## config.mk

```make
export PLATFORM = sky130hd
export DESIGN_NAME = branch_predictor
export DESIGN_NICKNAME = d
export VERILOG_FILES = /design/src/rtl/branch_predictor.sv
export SDC_FILE = /design/constraint.sdc
export NUM_CORES = 2
export LEC_CHECK = 0
export CELL_PAD_IN_SITES_DETAIL_PLACEMENT = 0
export CELL_PAD_IN_SITES_GLOBAL_PLACEMENT = 1
export CORE_AREA = 4 4 388 390
export CTS_CLUSTER_DIAMETER = 80
export DETAILED_ROUTE_END_ITERATION = 6
export DIE_AREA = 0 0 392 394
export PLACE_DENSITY = 0.65
export RECOVER_POWER = 25
export SLEW_MARGIN = 10
export SYNTH_ARGS = -nofsm -noshare
export SYNTH_HDL_FRONTEND = slang
export SYNTH_SLANG_ARGS = --single-unit
```

## constraint.sdc

```tcl
create_clock -name clk_i -period 10 [get_ports clk_i]
set_clock_uncertainty 0.15 [all_clocks]
set_input_delay 1.5 -clock clk_i [delete_from_list [all_inputs] [get_ports clk_i]]
set_output_delay 1.5 -clock clk_i [all_outputs]
set_load 0.1 [all_outputs]
```

## src/rtl/branch_predictor.sv

```systemverilog
// Direct-mapped BTB with 2-bit saturating direction counters.
// Lookup is combinational from IF; training and statistics are clocked from ID.
module branch_predictor #(
  parameter int XLEN    = 32,
  parameter int ENTRIES = 16,
  parameter int CNT_W   = 32
) (
  input  logic             clk_i,
  input  logic             rst_i,
  input  logic             enable_i,
  input  logic [XLEN-1:0]  pc_i,
  output logic             hit_o,
  output logic             pred_taken_o,
  output logic [XLEN-1:0]  pred_next_pc_o,
  input  logic             upd_valid_i,
  input  logic [XLEN-1:0]  upd_pc_i,
  input  logic             upd_taken_i,
  input  logic [XLEN-1:0]  upd_target_i,
  input  logic             upd_pred_taken_i,
  input  logic [XLEN-1:0]  upd_pred_target_i,
  output logic             mispredict_o,
  input  logic             clear_stats_i,
  output logic [CNT_W-1:0] branch_cnt_o,
  output logic [CNT_W-1:0] mispred_cnt_o
);

  localparam int IDX_W = $clog2(ENTRIES);
  localparam int TAG_W = XLEN - IDX_W - 2;

  if (ENTRIES < 2 || (ENTRIES & (ENTRIES - 1)) != 0) begin : g_bad_entries
    $error("branch_predictor: ENTRIES must be a power of two >= 2");
  end

  logic             valid_q  [ENTRIES];
  logic [TAG_W-1:0] tag_q    [ENTRIES];
  logic [XLEN-1:0]  target_q [ENTRIES];
  logic [1:0]       ctr_q    [ENTRIES];

  logic [CNT_W-1:0] branch_cnt_q;
  logic [CNT_W-1:0] mispred_cnt_q;

  logic [IDX_W-1:0] idx;
  logic [TAG_W-1:0] ltag;
  logic [XLEN-1:0]  pc_plus4;

  logic [IDX_W-1:0] uidx;
  logic [TAG_W-1:0] utag;
  logic             uhit;
  logic [1:0]       ctr_cur;
  logic [1:0]       ctr_nxt;
  logic             unused_bits;

  assign unused_bits = ^{pc_i[1:0], upd_pc_i[1:0]};

  assign idx      = pc_i[IDX_W+1:2];
  assign ltag     = pc_i[IDX_W+2 +: TAG_W];
  assign pc_plus4 = pc_i + XLEN'(4);

  assign hit_o          = valid_q[idx] && (tag_q[idx] == ltag);
  assign pred_taken_o   = enable_i && hit_o && ctr_q[idx][1];
  assign pred_next_pc_o = pred_taken_o ? target_q[idx] : pc_plus4;

  assign uidx    = upd_pc_i[IDX_W+1:2];
  assign utag    = upd_pc_i[IDX_W+2 +: TAG_W];
  assign uhit    = valid_q[uidx] && (tag_q[uidx] == utag);
  assign ctr_cur = ctr_q[uidx];

  always_comb begin
    ctr_nxt = ctr_cur;
    if (upd_taken_i) begin
      if (ctr_cur != 2'b11) ctr_nxt = ctr_cur + 2'd1;
    end else begin
      if (ctr_cur != 2'b00) ctr_nxt = ctr_cur - 2'd1;
    end
  end

  assign mispredict_o = upd_valid_i &&
    ((upd_taken_i != upd_pred_taken_i) ||
     (upd_taken_i && upd_pred_taken_i &&
      (upd_target_i != upd_pred_target_i)));

  always_ff @(posedge clk_i or negedge rst_i) begin
    if (!rst_i) begin
      for (int i = 0; i < ENTRIES; i++) begin
        valid_q[i]  <= 1'b0;
        tag_q[i]    <= '0;
        target_q[i] <= '0;
        ctr_q[i]    <= 2'b01;
      end
    end else if (upd_valid_i) begin
      unique case (1'b1)
        uhit: begin
          ctr_q[uidx] <= ctr_nxt;
          if (upd_taken_i) target_q[uidx] <= upd_target_i;
        end
        (!uhit && upd_taken_i): begin
          valid_q[uidx]  <= 1'b1;
          tag_q[uidx]    <= utag;
          target_q[uidx] <= upd_target_i;
          ctr_q[uidx]    <= 2'b10;
        end
        default: ;
      endcase
    end
  end

  // Counters saturate rather than wrap so long runs stay meaningful
  always_ff @(posedge clk_i or negedge rst_i) begin
    if (!rst_i) begin
      branch_cnt_q  <= '0;
      mispred_cnt_q <= '0;
    end else if (clear_stats_i) begin
      branch_cnt_q  <= '0;
      mispred_cnt_q <= '0;
    end else begin
      if (upd_valid_i && branch_cnt_q != '1)
        branch_cnt_q <= branch_cnt_q + CNT_W'(1);
      if (mispredict_o && mispred_cnt_q != '1)
        mispred_cnt_q <= mispred_cnt_q + CNT_W'(1);
    end
  end

  assign branch_cnt_o  = branch_cnt_q;
  assign mispred_cnt_o = mispred_cnt_q;

endmodule

```

# Word level (Yosys, flattened, before mapping)
# Index checks and enable logic that the tools add are counted.
totals:
  rom_bits: 0
  latch_bits: 0
  n_memories: 0
  input_bits: 135
  wordCells: 151
  mem_bits_rw: 0
  regBits: 1040
  output_inout_bits: 99
op_classes:
  n_eq_ne: 8
  reduce_logical: 20
  n_mul: 0
  mux: 43
  add_sub_neg: 5
  n_div: 0
  n_shift: 0
  bitwise: 6
  magnitude_cmp: 3
op_table:
  columns: ["operator", "count"]
  rows:
  - ["$pmux W512 S2", 1]
  - ["$bwmux W512", 1]
  - ["$mux W512", 1]
  - ["$bwmux W416", 1]
  - ["$mux W32", 8]
  - ["$bmux W26 S4", 2]
  - ["$mux W26", 5]
  - ["$bmux W32 S4", 1]
  - ["$demux W32 S4", 1]
  - ["$demux W26 S4", 1]
  - ["$add A32 B1 Y32 const B", 2]
  - ["$ne A32 B32 Y1 const B", 2]
  - ["$pmux W32 S2", 1]
  - ["$eq A26 B26 Y1", 2]
  - ["$add A32 B3 Y32 const B", 1]
  - ["$bwmux W32", 1]
  - ["$ne A32 B32 Y1", 1]
  - ["$or A16 B16 Y16", 2]
  - ["$and A16 B16 Y16", 1]
  - ["$bmux W2 S4", 2]
  - ["$mux W2", 8]
  - ["$not A16 Y16", 1]
  - ["$logic_and A1 B1 Y1", 11]
  - ["$ge A5 B5 Y1 const B", 2]
  - ["other kinds (15)", 26]

# Depth between registers and ports, before layout
logic_depth:
  ltp_word: 10
  mapped_depth: 17
  ltp_nobuf: 9

# Worst setup path after synthesis
# No wires, ideal clock.
synth_timing:
  path_kind: "input to output"
  start: "input pc_i[2]"
  end: "output pred_next_pc_o[2]"
  n_path_buf: 5
  setup_slack_ns: 2.292
  path_stages: 13
  required_time_ns: 8.350
  t_arrival_ns: 6.058
  path_cell_list: "buf_2 > buf_2 > buf_1 > mux4_2 > a211oi_1 > a21oi_1 > xor2_1 > nor4_1 > nand4_1 > or2_2 > clkbuf_1 > clkbuf_1 > mux2i_1"
synth_via:
  elab_chain_cells: 9
  word_cells_on_any_way: 19
  classes_between: "1 x add/sub; 1 x eq/ne; 13 x mux; 1 x bitwise; 3 x reduce/logical"
synth_rtl:
  columns: ["item", "line_no", "text"]
  rows:
  - ["start, declared", "11", "input logic [XLEN-1:0] pc_i,"]
  - ["$not A4 Y5 (implied by the code)", "59, 60, 61", null]
  - ["$bmux W26 S4", "59", "assign hit_o = valid_q[idx] && (tag_q[idx] == ltag);"]
  - ["$mux W26 (implied by the code) (2 in series)", "59", null]
  - ["$eq A26 B26 Y1", "59", null]
  - ["$logic_and A1 B1 Y1", "59", null]
  - ["$logic_and A1 B1 Y1 (2 in series)", "60", "assign pred_taken_o = enable_i && hit_o && ctr_q[idx][1];"]
  - ["$mux W32 (*)", "61", "assign pred_next_pc_o = pred_taken_o ? target_q[idx] : pc_plus4;"]
  - ["end, declared", "14", "output logic [XLEN-1:0] pred_next_pc_o,"]
# Every way passes the cells marked *; elsewhere a longest branch is shown, timed or not. The select of a mux whose other input is x is not followed.

# Worst setup path in the final report
layout_timing:
  start: "input pc_i[2]"
  end: "output pred_next_pc_o[21]"
# The elaborated chain is that of the path after synthesis.

==> out/metrics.csv <==
stage,metric,value,unit
sta,clock.fmax,129,MHz
synthesis,synth_edf_count,0,
synthesis,synth-seq-cells,1040,
critical_path,r2r_slack,4.94,ns
place,hpwl,95600,um
die,start_util,35.8,%
clocking,cts-hold-fix-buffers,0,
critical_path,required,8.35,ns
layout,regArea,26000,um^2
critical_path,critPathMaxFanout,47,
power,p_leak,0.0257,uW
route,drtIter0Drc,2374,
synthesis,syn-num-nets,3699,
route,drt_wl_total,161000,um
sta,relSlewSlack,-283,%
synthesis,synthFlopType,dfrtp_1,
grt,grt_max_degree,192,
synthesis,synthesis.area,52600,um^2
place,portBuffers,231,
sta,rsz0062_at_grt,false,
critical_path,worst_ep_arrival_time,6.09,ns
critical_path,ff2ff_path_depth,11,
layout,fillers,13600,
synthesis,yosysUniqueCellTypes,62,
status,outcome,finished with violations,
clocking,cts.sinks,1040,
place,gp_congestion,0.769,
clocking,cts_root_buffer,clkbuf_16,
route,num_vias,32200,
status,failed_checks,"max-capacitance violations, max-slew violations",
layout,nets,3826,
critical_path,crit_chain,buf_8 -> buf_4 -> mux4_2 -> mux2i_1 -> mux2i_1 -> xnor2_1 -> nand4_1 -> nor4_1 -> nand4_1 -> or2_2 -> mux2_2 -> buf_4,
die,die_y,394,um
clocking,cts_resized,0,
grt,grt_pass1_wl,237000,um
critical_path,slowest_delay,0.75,ns
clocking,post-cts-setup-buffer-count,0,
worst_hold_path,whs_path_depth,1,
critical_path,cp.buffers_inverters,3,
critical_path,crit_path_end_kind,output port,
die,die_area,154000,um^2
grt,grt_pass1_vias,33300,
grt,grt_usage,20.7,%
critical_path,cp.depth,12,
layout,drive_above_1_share,46.1,%
power,power_density,201,nW/um^2
clocking,htreeDepth,3,
route,ant_nets,0,
sta,setup_violations,0,
sta,whs,0.337,ns
die,pin_count,234,
route,viasPerCell,5.63,
route,dr.pass1.iters,5,
synthesis,syn_area_per_cell,14.8,um^2
run,drv_cap,5,
critical_path,worstSetupPathType,in -> out,
critical_path,crit_family,simple AND/OR/NAND/NOR gates,
grt,grt_overflow,0,
sta,tightest_slew,5.74,ns
clocking,clock_latency,0.78,ns
layout,multiInputGateArea,25400,um^2
route,drc,0,
sta,finalCritPeriodShare,77.4,%
die,rows,141,
route,wire_per_inst,28.1,um
power,finalPower,12300,uW
die,die_x,392,um
sta,fin_crit,7.74,ns
die,core-area,147000,um^2
critical_path,critPathLaunchType,primary input,
critical_path,crit_slowest_cell,or2_2,
synthesis,ys_warn_count,0,
sta,hold_viol,0,
layout,area_growth,15.8,%
clocking,max-clock-path-buffers,3,
worst_hold_path,hold_class,reg -> reg,
synthesis,ys_async_sr_fraction,100,%
clocking,path_clk_slew,0.06,ns
clocking,cts_buffers,119,
synthesis,seq_area_frac_synth,49.5,%
clocking,cts_tree,built,
synthesis,syn_inst,3560,
sta,setup_tns,0,ns
power,vdd_drop_max,0.159,mV
grt,antenna_found_initial,5,
sta,finalMaxSlewViolations,391,
==> synth_stat cells, types with 6 or more instances <==
cell,count,area (um^2)
nand2_1,60,225
dfstp_2,16,420
mux2_2,990,11100
buf_4,22,165
dfrtp_1,1024,25600
and3_1,20,125
or3_1,15,93.8
nand3_1,58,290
nor2_1,102,383
nand4_1,23,144
mux2i_1,132,1320
nor3_1,22,110
inv_1,21,78.8
xor2_1,76,666
xnor2_1,85,744
a211oi_1,18,135
clkbuf_1,181,679
or2_2,18,113
mux4_2,365,8220
buf_2,57,285
o21ai_0,22,110
nor3_2,9,90.1
buf_1,42,158
a22oi_1,14,105
o22ai_1,8,50.1
nor2b_1,26,163
nor4_1,18,113
a21oi_1,34,170
and2_1,6,37.5
==> worst register-to-register path, cell delays in order (launching register included) <==
cell and delay, ns:
dfrtp_1 0.38, mux4_2 0.47, a22oi_1 0.20, nand3_1 0.12, xor2_1 0.27, nor4_1 0.91
nand4_1 0.28, nor4_4 0.31, buf_4 0.65, nor2b_4 0.39, buf_4 0.40, mux2_2 0.34
==> cell type report <==
cell class                 instances  share of cell area, %
sequential                      1040                   42.7
multi-input combinational       2193                   41.6
clock buffer                     170                   5.66
timing repair buffer             312                   4.72
tap                             1930                   3.96
clock inverter                    51                   1.16
inverter                          21                  0.129
antenna                            3                 0.0123
==> logic make-up (layout without fill, tap and decap cells) <==
kind of cell / count (synthesis) / count (layout) / synth area share, %
other: 0 / 3 / 0
DFF: 1040 / 1040 / 49.5
buffers and inverters: 327 / 554 / 2.68
xor gates and xnor gates: 161 / 161 / 2.68
AOI/OAI and AO/OA: 144 / 144 / 1.88
adders and majority gates: 4 / 4 / 0.0951
muxes: 1490 / 1490 / 39.4
and+or+nand+nor: 394 / 394 / 3.84
==> sequential cells by signal, indices dropped and copies added, names as in the netlist <==
name           flops
target_q         512
ctr_q             32
branch_cnt_o      32
valid_q           16
tag_q            416
mispred_cnt_o     32
==> placed cells by master, fill, tap and decap left out, drive strengths merged, types with 5 or more instances in the layout <==
cell type and instances:
a211oi 18, a21oi 34, a221oi 5, a22oi 14
a32oi 5, and2 6, and3 20, buf 117
bufinv 11, clkbuf 177, clkdlybuf4s50 187, clkinv 33
clkinvlp 5, dfrtp 1024, dfstp 16, inv 23
mux2 993, mux2i 132, mux4 365, nand2 60
nand2b 5, nand3 58, nand4 23, nor2 106
nor2b 26, nor3 31, nor4 19, o21ai 22
o22ai 8, or2 18, or3 15, xnor2 85
xor2 76
==> through the flow <==
| step | util, % | area, um^2 | setup slack, ns | cells |
|---|---|---|---|---|
| 5_1_grt | 41.4 | 61000 | 1.23 | 5717 |
| 3_3_place_gp | 38.6 | 56800 | 2.22 | 5496 |
| 6_report | 41.4 | 61000 | 2.26 | 5720 |
| 2_1_floorplan | - | 52600 | 2.29 | 3560 |
| 4_1_cts | 41.5 | 61000 | 2.18 | 5717 |
| 3_5_place_dp | 38.6 | 56800 | 2.19 | 5496 |
==> power by group <==
group,leakage [uW],internal (uW),total (uW),switching [uW]
sequential,0.0133,4990,5450,462
clock,0.00203,2690,4570,1880
combinational,0.0104,1300,2260,952
==> final timing paths <==
kind                                                  end                     from
max in group asynchronous       target_q[511]$_DFFE_PN0P_                    rst_i
worst max-delay path                   pred_next_pc_o[21]                  pc_i[2]
min in group asynchronous           tag_q[99]$_DFFE_PN0P_                    rst_i
worst min register to register    valid_q[14]$_DFFE_PN0P_  valid_q[14]$_DFFE_PN0P_
worst max register to register     tag_q[286]$_DFFE_PN0P_   tag_q[114]$_DFFE_PN0P_
worst min-delay path              valid_q[14]$_DFFE_PN0P_  valid_q[14]$_DFFE_PN0P_
==> metal layers <==
layer / vias to the layer above / wire, um / global-route usage (%)
li1: 13600 / - / -
met3: 175 / 9010 / 4.24
met5: - / 41 / 0
met2: 787 / 73900 / 31.9
met1: 17600 / 74700 / 30.4
met4: 6 / 2860 / 3.92
No activity file was read; power rests on OpenSTA's default activity.
